--- src/rtl/regfile_pkg.sv ---
// Shared types and helpers for the multi-port register file and its soft-clear engine.
package regfile_pkg;

  typedef enum logic [1:0] {
    StIdle  = 2'd0,
    StClear = 2'd1,
    StDone  = 2'd2
  } clr_state_e;

  // Widest word merge_bytes handles; callers size-cast in and out.
  localparam int unsigned MaxXlen  = 256;
  localparam int unsigned MaxBytes = MaxXlen / 8;

  function automatic int unsigned clog2(input int unsigned value);
    int unsigned w;
    w = 0;
    while ((32'd1 << w) < value) w++;
    return w;
  endfunction

  function automatic logic [MaxXlen-1:0] merge_bytes(input logic [MaxXlen-1:0]  old_word,
                                                     input logic [MaxXlen-1:0]  new_word,
                                                     input logic [MaxBytes-1:0] be);
    logic [MaxXlen-1:0] res;
    res = old_word;
    for (int k = 0; k < MaxBytes; k++) begin
      if (be[k]) res[8*k +: 8] = new_word[8*k +: 8];
    end
    return res;
  endfunction

endpackage

--- src/rtl/regfile_clr_fsm.sv ---
// Soft-clear sequencer: walks clr_ptr over every register, flags writes dropped while busy.
module regfile_clr_fsm
  import regfile_pkg::*;
#(
  parameter int unsigned NREGS = 32,
  parameter int unsigned AW    = 5
) (
  input  logic          clk,
  input  logic          reset_n,
  input  logic          clr_req,
  input  logic          we,
  output logic          busy,
  output logic          clr_done,
  output logic          wr_drop,
  output logic          clr_we,
  output logic          wr_allow,
  output logic [AW-1:0] clr_ptr
);

  localparam logic [AW-1:0] LastPtr = AW'(NREGS - 1);

  clr_state_e    state_q, state_d;
  logic [AW-1:0] clr_ptr_q, clr_ptr_d;
  logic          wr_drop_q, wr_drop_d;

  always_ff @(posedge clk or negedge reset_n) begin
    if (!reset_n) begin
      state_q   <= StIdle;
      clr_ptr_q <= '0;
      wr_drop_q <= 1'b0;
    end else begin
      state_q   <= state_d;
      clr_ptr_q <= clr_ptr_d;
      wr_drop_q <= wr_drop_d;
    end
  end

  always_comb begin
    state_d   = state_q;
    clr_ptr_d = clr_ptr_q;
    wr_drop_d = wr_drop_q;
    clr_we    = 1'b0;
    wr_allow  = 1'b0;
    unique case (state_q)
      StIdle: begin
        if (clr_req) begin
          // Starting a clear resets the sticky flag, but a colliding write still counts.
          state_d   = StClear;
          clr_ptr_d = '0;
          wr_drop_d = we;
        end else begin
          wr_allow = 1'b1;
        end
      end
      StClear: begin
        clr_we = 1'b1;
        if (we) wr_drop_d = 1'b1;
        if (clr_ptr_q == LastPtr) state_d = StDone;
        else clr_ptr_d = clr_ptr_q + AW'(1);
      end
      StDone: begin
        wr_allow = 1'b1;
        state_d  = StIdle;
      end
      default: state_d = StIdle;
    endcase
  end

  assign busy     = (state_q == StClear);
  assign clr_done = (state_q == StDone);
  assign wr_drop  = wr_drop_q;
  assign clr_ptr  = clr_ptr_q;

endmodule

--- src/rtl/regfile_mp.sv ---
// Parametrised multi-read-port register file with byte-enabled writes, bypass and soft clear.
module regfile_mp
  import regfile_pkg::*;
#(
  parameter int unsigned XLEN     = 32,
  parameter int unsigned NREGS    = 32,
  parameter int unsigned NREAD    = 2,
  parameter int unsigned ZERO_REG = 1,
  parameter int unsigned BYPASS   = 1,
  parameter int unsigned NDBG     = 4,
  localparam int unsigned AW      = clog2(NREGS)
) (
  input  logic                  clk,
  input  logic                  reset_n,
  input  logic                  we,
  input  logic [AW-1:0]         waddr,
  input  logic [XLEN-1:0]       wdata,
  input  logic [XLEN/8-1:0]     wbe,
  input  logic [NREAD*AW-1:0]   raddr,
  output logic [NREAD*XLEN-1:0] rdata,
  input  logic                  clr_req,
  output logic                  busy,
  output logic                  clr_done,
  output logic                  wr_drop,
  output logic [NDBG*XLEN-1:0]  dbg
);

  logic [XLEN-1:0] regs_q [NREGS];
  logic [XLEN-1:0] regs_d [NREGS];
  logic            clr_we;
  logic            wr_allow;
  logic            wr_commit;
  logic [AW-1:0]   clr_ptr;

  function automatic logic [XLEN-1:0] merge_w(input logic [XLEN-1:0]   old_word,
                                              input logic [XLEN-1:0]   new_word,
                                              input logic [XLEN/8-1:0] be);
    return XLEN'(merge_bytes(MaxXlen'(old_word), MaxXlen'(new_word), MaxBytes'(be)));
  endfunction

  regfile_clr_fsm #(
    .NREGS (NREGS),
    .AW    (AW)
  ) u_clr_fsm (
    .clk      (clk),
    .reset_n  (reset_n),
    .clr_req  (clr_req),
    .we       (we),
    .busy     (busy),
    .clr_done (clr_done),
    .wr_drop  (wr_drop),
    .clr_we   (clr_we),
    .wr_allow (wr_allow),
    .clr_ptr  (clr_ptr)
  );

  // Writes to a hardwired-zero x0 never commit, so they also never bypass.
  assign wr_commit = we & wr_allow & ~((ZERO_REG != 0) & (waddr == '0));

  always_ff @(posedge clk or negedge reset_n) begin
    if (!reset_n) begin
      for (int unsigned i = 0; i < NREGS; i++) regs_q[i] <= '0;
    end else begin
      regs_q <= regs_d;
    end
  end

  always_comb begin
    regs_d = regs_q;
    if (clr_we) regs_d[clr_ptr] = '0;
    else if (wr_commit) regs_d[waddr] = merge_w(regs_q[waddr], wdata, wbe);
  end

  for (genvar p = 0; p < NREAD; p++) begin : g_rd
    logic [AW-1:0] ra;
    logic          hit_zero;
    logic          hit_byp;
    assign ra       = raddr[p*AW +: AW];
    assign hit_zero = (ZERO_REG != 0) && (ra == '0);
    assign hit_byp  = (BYPASS != 0) && wr_commit && (ra == waddr);
    assign rdata[p*XLEN +: XLEN] = hit_zero ? '0 :
                                   hit_byp  ? merge_w(regs_q[ra], wdata, wbe) : regs_q[ra];
  end

  for (genvar i = 0; i < NDBG; i++) begin : g_dbg
    assign dbg[i*XLEN +: XLEN] = regs_q[i];
  end

endmodule
--- config.mk ---
export PLATFORM = sky130hd
export DESIGN_NAME = regfile_mp
export DESIGN_NICKNAME = d
export VERILOG_FILES = /design/src/rtl/regfile_pkg.sv /design/src/rtl/regfile_clr_fsm.sv /design/src/rtl/regfile_mp.sv
export SDC_FILE = /design/constraint.sdc
export NUM_CORES = 2
export LEC_CHECK = 0
export CAP_MARGIN = 0
export CORE_UTILIZATION = 30
export CTS_BUF_LIST = sky130_fd_sc_hd__clkbuf_16
export DETAILED_ROUTE_END_ITERATION = 10
export PLACE_DENSITY = 0.59
export SYNTH_ARGS = -nofsm -noshare
export SYNTH_HDL_FRONTEND = slang
export SYNTH_SLANG_ARGS = --single-unit
--- constraint.sdc ---
create_clock -name clk -period 3.6 [get_ports clk]
set_clock_uncertainty 0.15 [all_clocks]
set_input_delay 0.72 -clock clk [delete_from_list [all_inputs] [get_ports clk]]
set_output_delay 0.72 -clock clk [all_outputs]
set_load 0.02 [all_outputs]
==> metrics.md <==
| Metric | Value |
|---|---|
| Status | `finished with violations` |
| Failing checks | `setup timing` |
| Row count | `168` |
| CTS Buf Count | `107` |
| Vias | `57800` |
| DP Worst Slack | `-1.80 ns` |
| Synthesized netlist net count | `4946` |
| Remaining routing DRC violations | `0` |
| Final hold violation count | `0` |
| Synth cell types | `77` |
| Top FF cell, synth | `dfrtp_1` |
| Critical path endpoint category | `output port` |
| Post-synth ARST share | `100%` |
| Share of cells above drive strength 1 | `43.4%` |
| Slew Limit Fails | `0` |
| Reg2Reg Depth | `8` |
| Fmax | `245 MHz` |
| DR WL/cell | `37.8 µm` |
| Worst setup path class | `reg2out` |
| Initial Util | `30.2%` |
| DRT Pass-1 Iters | `8` |
| Final Setup Violations | `64` |
| MaxCap Viol Count | `0` |
| DP HPWL | `229 mm` |
| Crit-path max FO | `3` |
| Initial DRC Count | `9004` |
| VDD IR max | `390 µV` |
| IO Pins | `250` |
| Tmin final | `4.08 ns` |
| Mapped Avg Cell Area | `13.0 µm²` |
| Clock slew at reported path FFs | `0.07 ns` |
| Slew @ Worst Pin | `1.08 ns` |
| CORE AREA | `210000 µm²` |
| Arrival time worst endpoint | `3.21 ns` |
| Vias per cell | `6.67` |
| Setup TNS | `-15.70 ns` |
| Leak | `36.7 nW` |
| Largest net degree at the start of global routing | `90` |
| Vias in the first global route | `56100` |
| Remaining global-route overflow | `0` |
| Placed inst area | `76800 µm²` |
| Final worst path period share | `113%` |
| Global-route wire length before repair | `454 mm` |
| Clock sinks | `1032` |
| Fin worst setup slack | `-0.485 ns` |
| GPL Wtd Cong | `1.05` |
| PwrDens | `378 nW/µm²` |
| Die area | `214000 µm²` |
| Fin area | `85800 µm²` |
| Synth Register Bits | `1032` |
| Die Ht | `462 µm` |
| Unrepaired setup endpoints after global routing | `yes` |
| Util after Layout | `40.9%` |
| Root Driver | `clkbuf_16` |
| P&R area growth vs syn | `35.1%` |
| Initial antenna violation count | `14` |
| Buffers on Ports | `249` |
| CTS tree | `built` |
| Post-Route WL | `328 mm` |
| Worst min path class | `in2async` |
| Synthesized instance count | `4886` |
| Post-synth EDFFs | `0` |
| Ys Warns | `0` |
| Sequential area share after synthesis | `40.7%` |
| Total track usage | `30.0%` |
| Slew Limit Headroom | `28.1%` |
| Final Net Count | `5818` |
| Post-Syn Area | `63500 µm²` |
| CTS max path bufs | `3` |
| Critical path startpoint category | `register` |
| Clk Latency, worst-skew pair | `0.77 ns` |
| Req. time, crit path | `2.73 ns` |
| Post-route ant nets | `0` |
| H-tree depth | `3` |
| Die Wd | `462 µm` |
==> worst max-delay path, stage by stage, from the launching register on <==
cell      delay (ns)
dfrtp_1         0.43
mux4_2          0.62
a22o_1          0.25
a221oi_4        0.39
buf_6           0.17
nor3_4          0.04
a311o_1         0.37
buf_6           0.17
==> what timing repair did <==
action	CTS	global route
setup endpoints to repair	64	64
hold endpoints to repair	38	0
pin swaps	115	139
resized for setup	743	233
setup buffers	188	80
hold buffers	1	0
cloned	11	6
==> cell type report <==
cell class / count / area [µm²]
multi-input cells: 3102 / 36700
clock buffers: 109 / 2730
diodes: 8 / 20.0
clock inverters: 93 / 842
well taps: 2805 / 3510
fillers: 19200 / 124000
flip-flops and latches: 1032 / 25800
repair buffers: 1492 / 16100
inverters: 23 / 86.3
==> stage by stage <==
step | total power, W | instances | hold slack, ns
floorplan | 0.0158 | 4886 | 0.274
global placement | 0.0198 | 8216 | 0.361
detailed placement | 0.0199 | 8216 | 0.371
CTS | 0.0320 | 8596 | 0.386
global route | 0.0330 | 8658 | 0.406
finish | 0.0324 | 8664 | 0.388
==> cell usage in the layout (no fill, tap or decap), types with 22 or more instances in the layout <==
cell type	netlist	layout
a211oi_2	1	28
a21oi_1	117	38
a21oi_2	0	28
a21oi_4	0	51
a221oi_2	0	22
a22o_1	1040	1037
a22oi_1	138	132
and2_1	44	41
buf_12	2	236
buf_4	157	846
buf_6	6	166
buf_8	0	36
clkbuf_16	0	115
clkdlybuf4s50_1	0	167
clkinv_1	3	23
dfrtp_1	1032	1016
inv_1	18	38
mux2_2	38	31
mux2i_1	358	338
mux4_2	636	636
nand2_1	90	73
nand3_1	54	47
nand4_1	22	22
nor2_1	92	55
nor2_4	0	30
nor2b_1	59	32
o22ai_1	32	25
==> logic make-up (layout without fill, tap and decap cells) <==
logic type / after synthesis / count (layout) / share of synthesized area, %
adders and majority gates: 5 / 5 / 0.0985
buffers and inverters: 752 / 1717 / 5.92
xor gates and xnor gates: 10 / 10 / 0.138
other: 0 / 8 / 0
DFF: 1032 / 1032 / 40.7
and+or+nand+nor: 477 / 477 / 3.94
AOI/OAI and AO/OA: 1575 / 1575 / 20.2
muxes: 1035 / 1035 / 29.0
==> cell usage after synthesis, types with 19 or more instances <==
cell type	count	area, µm²
and2_1	44	275
a221oi_1	35	307
buf_4	157	1180
dfrtp_1	1032	25800
buf_2	214	1070
mux2i_1	358	3580
nor3_1	26	130
nor2b_1	59	369
nor2_1	92	345
nand2_1	90	338
a22oi_1	138	1040
o21ai_0	49	245
buf_1	40	150
mux2_2	38	428
a22o_1	1040	9110
o22ai_1	32	200
clkbuf_1	308	1160
nand3_1	54	270
mux4_2	636	14300
a211oi_1	49	368
a21oi_1	117	586
nand4_1	22	138
nand2b_1	19	119
==> layer usage <==
layer / part of all wire (%) / global-route usage, % / wire, µm / up-vias
met5: 0.018 / 0 / 58 / -
met3: 13 / 10.1 / 44000 / 1171
li1: - / - / - / 21600
met4: 8.2 / 20.6 / 26800 / 10
met1: 35 / 37.1 / 116000 / 29900
met2: 43 / 44.0 / 141000 / 5102
==> report_power, final <==
part           switching, W  internal (W)
Clock               0.00527       0.00651
Combinational       0.00473       0.00325
Sequential         0.000594        0.0120
Total                0.0106        0.0218
==> final timing paths <==
path,start,endpoint,slack (ns)
setup / recovery,dbg[65],rdata[1],-0.48
hold reg to reg,regs_q[183],regs_q[183],0.39
hold / removal,reset_n,regs_q[791],0.39
min in group clk,regs_q[183],regs_q[183],0.39
setup reg to reg,u_clr_fsm.state_q[0],dbg[92],0.83
max in group asynchronous,reset_n,regs_q[113],1.74
==> registers in the layout (all words and copies together), names as in the netlist <==
register	flops
dbg	128
regs_q	896
u_clr_fsm.clr_ptr	5
u_clr_fsm.state_q	2
u_clr_fsm.wr_drop	1
(Power assumes the default switching activity.)
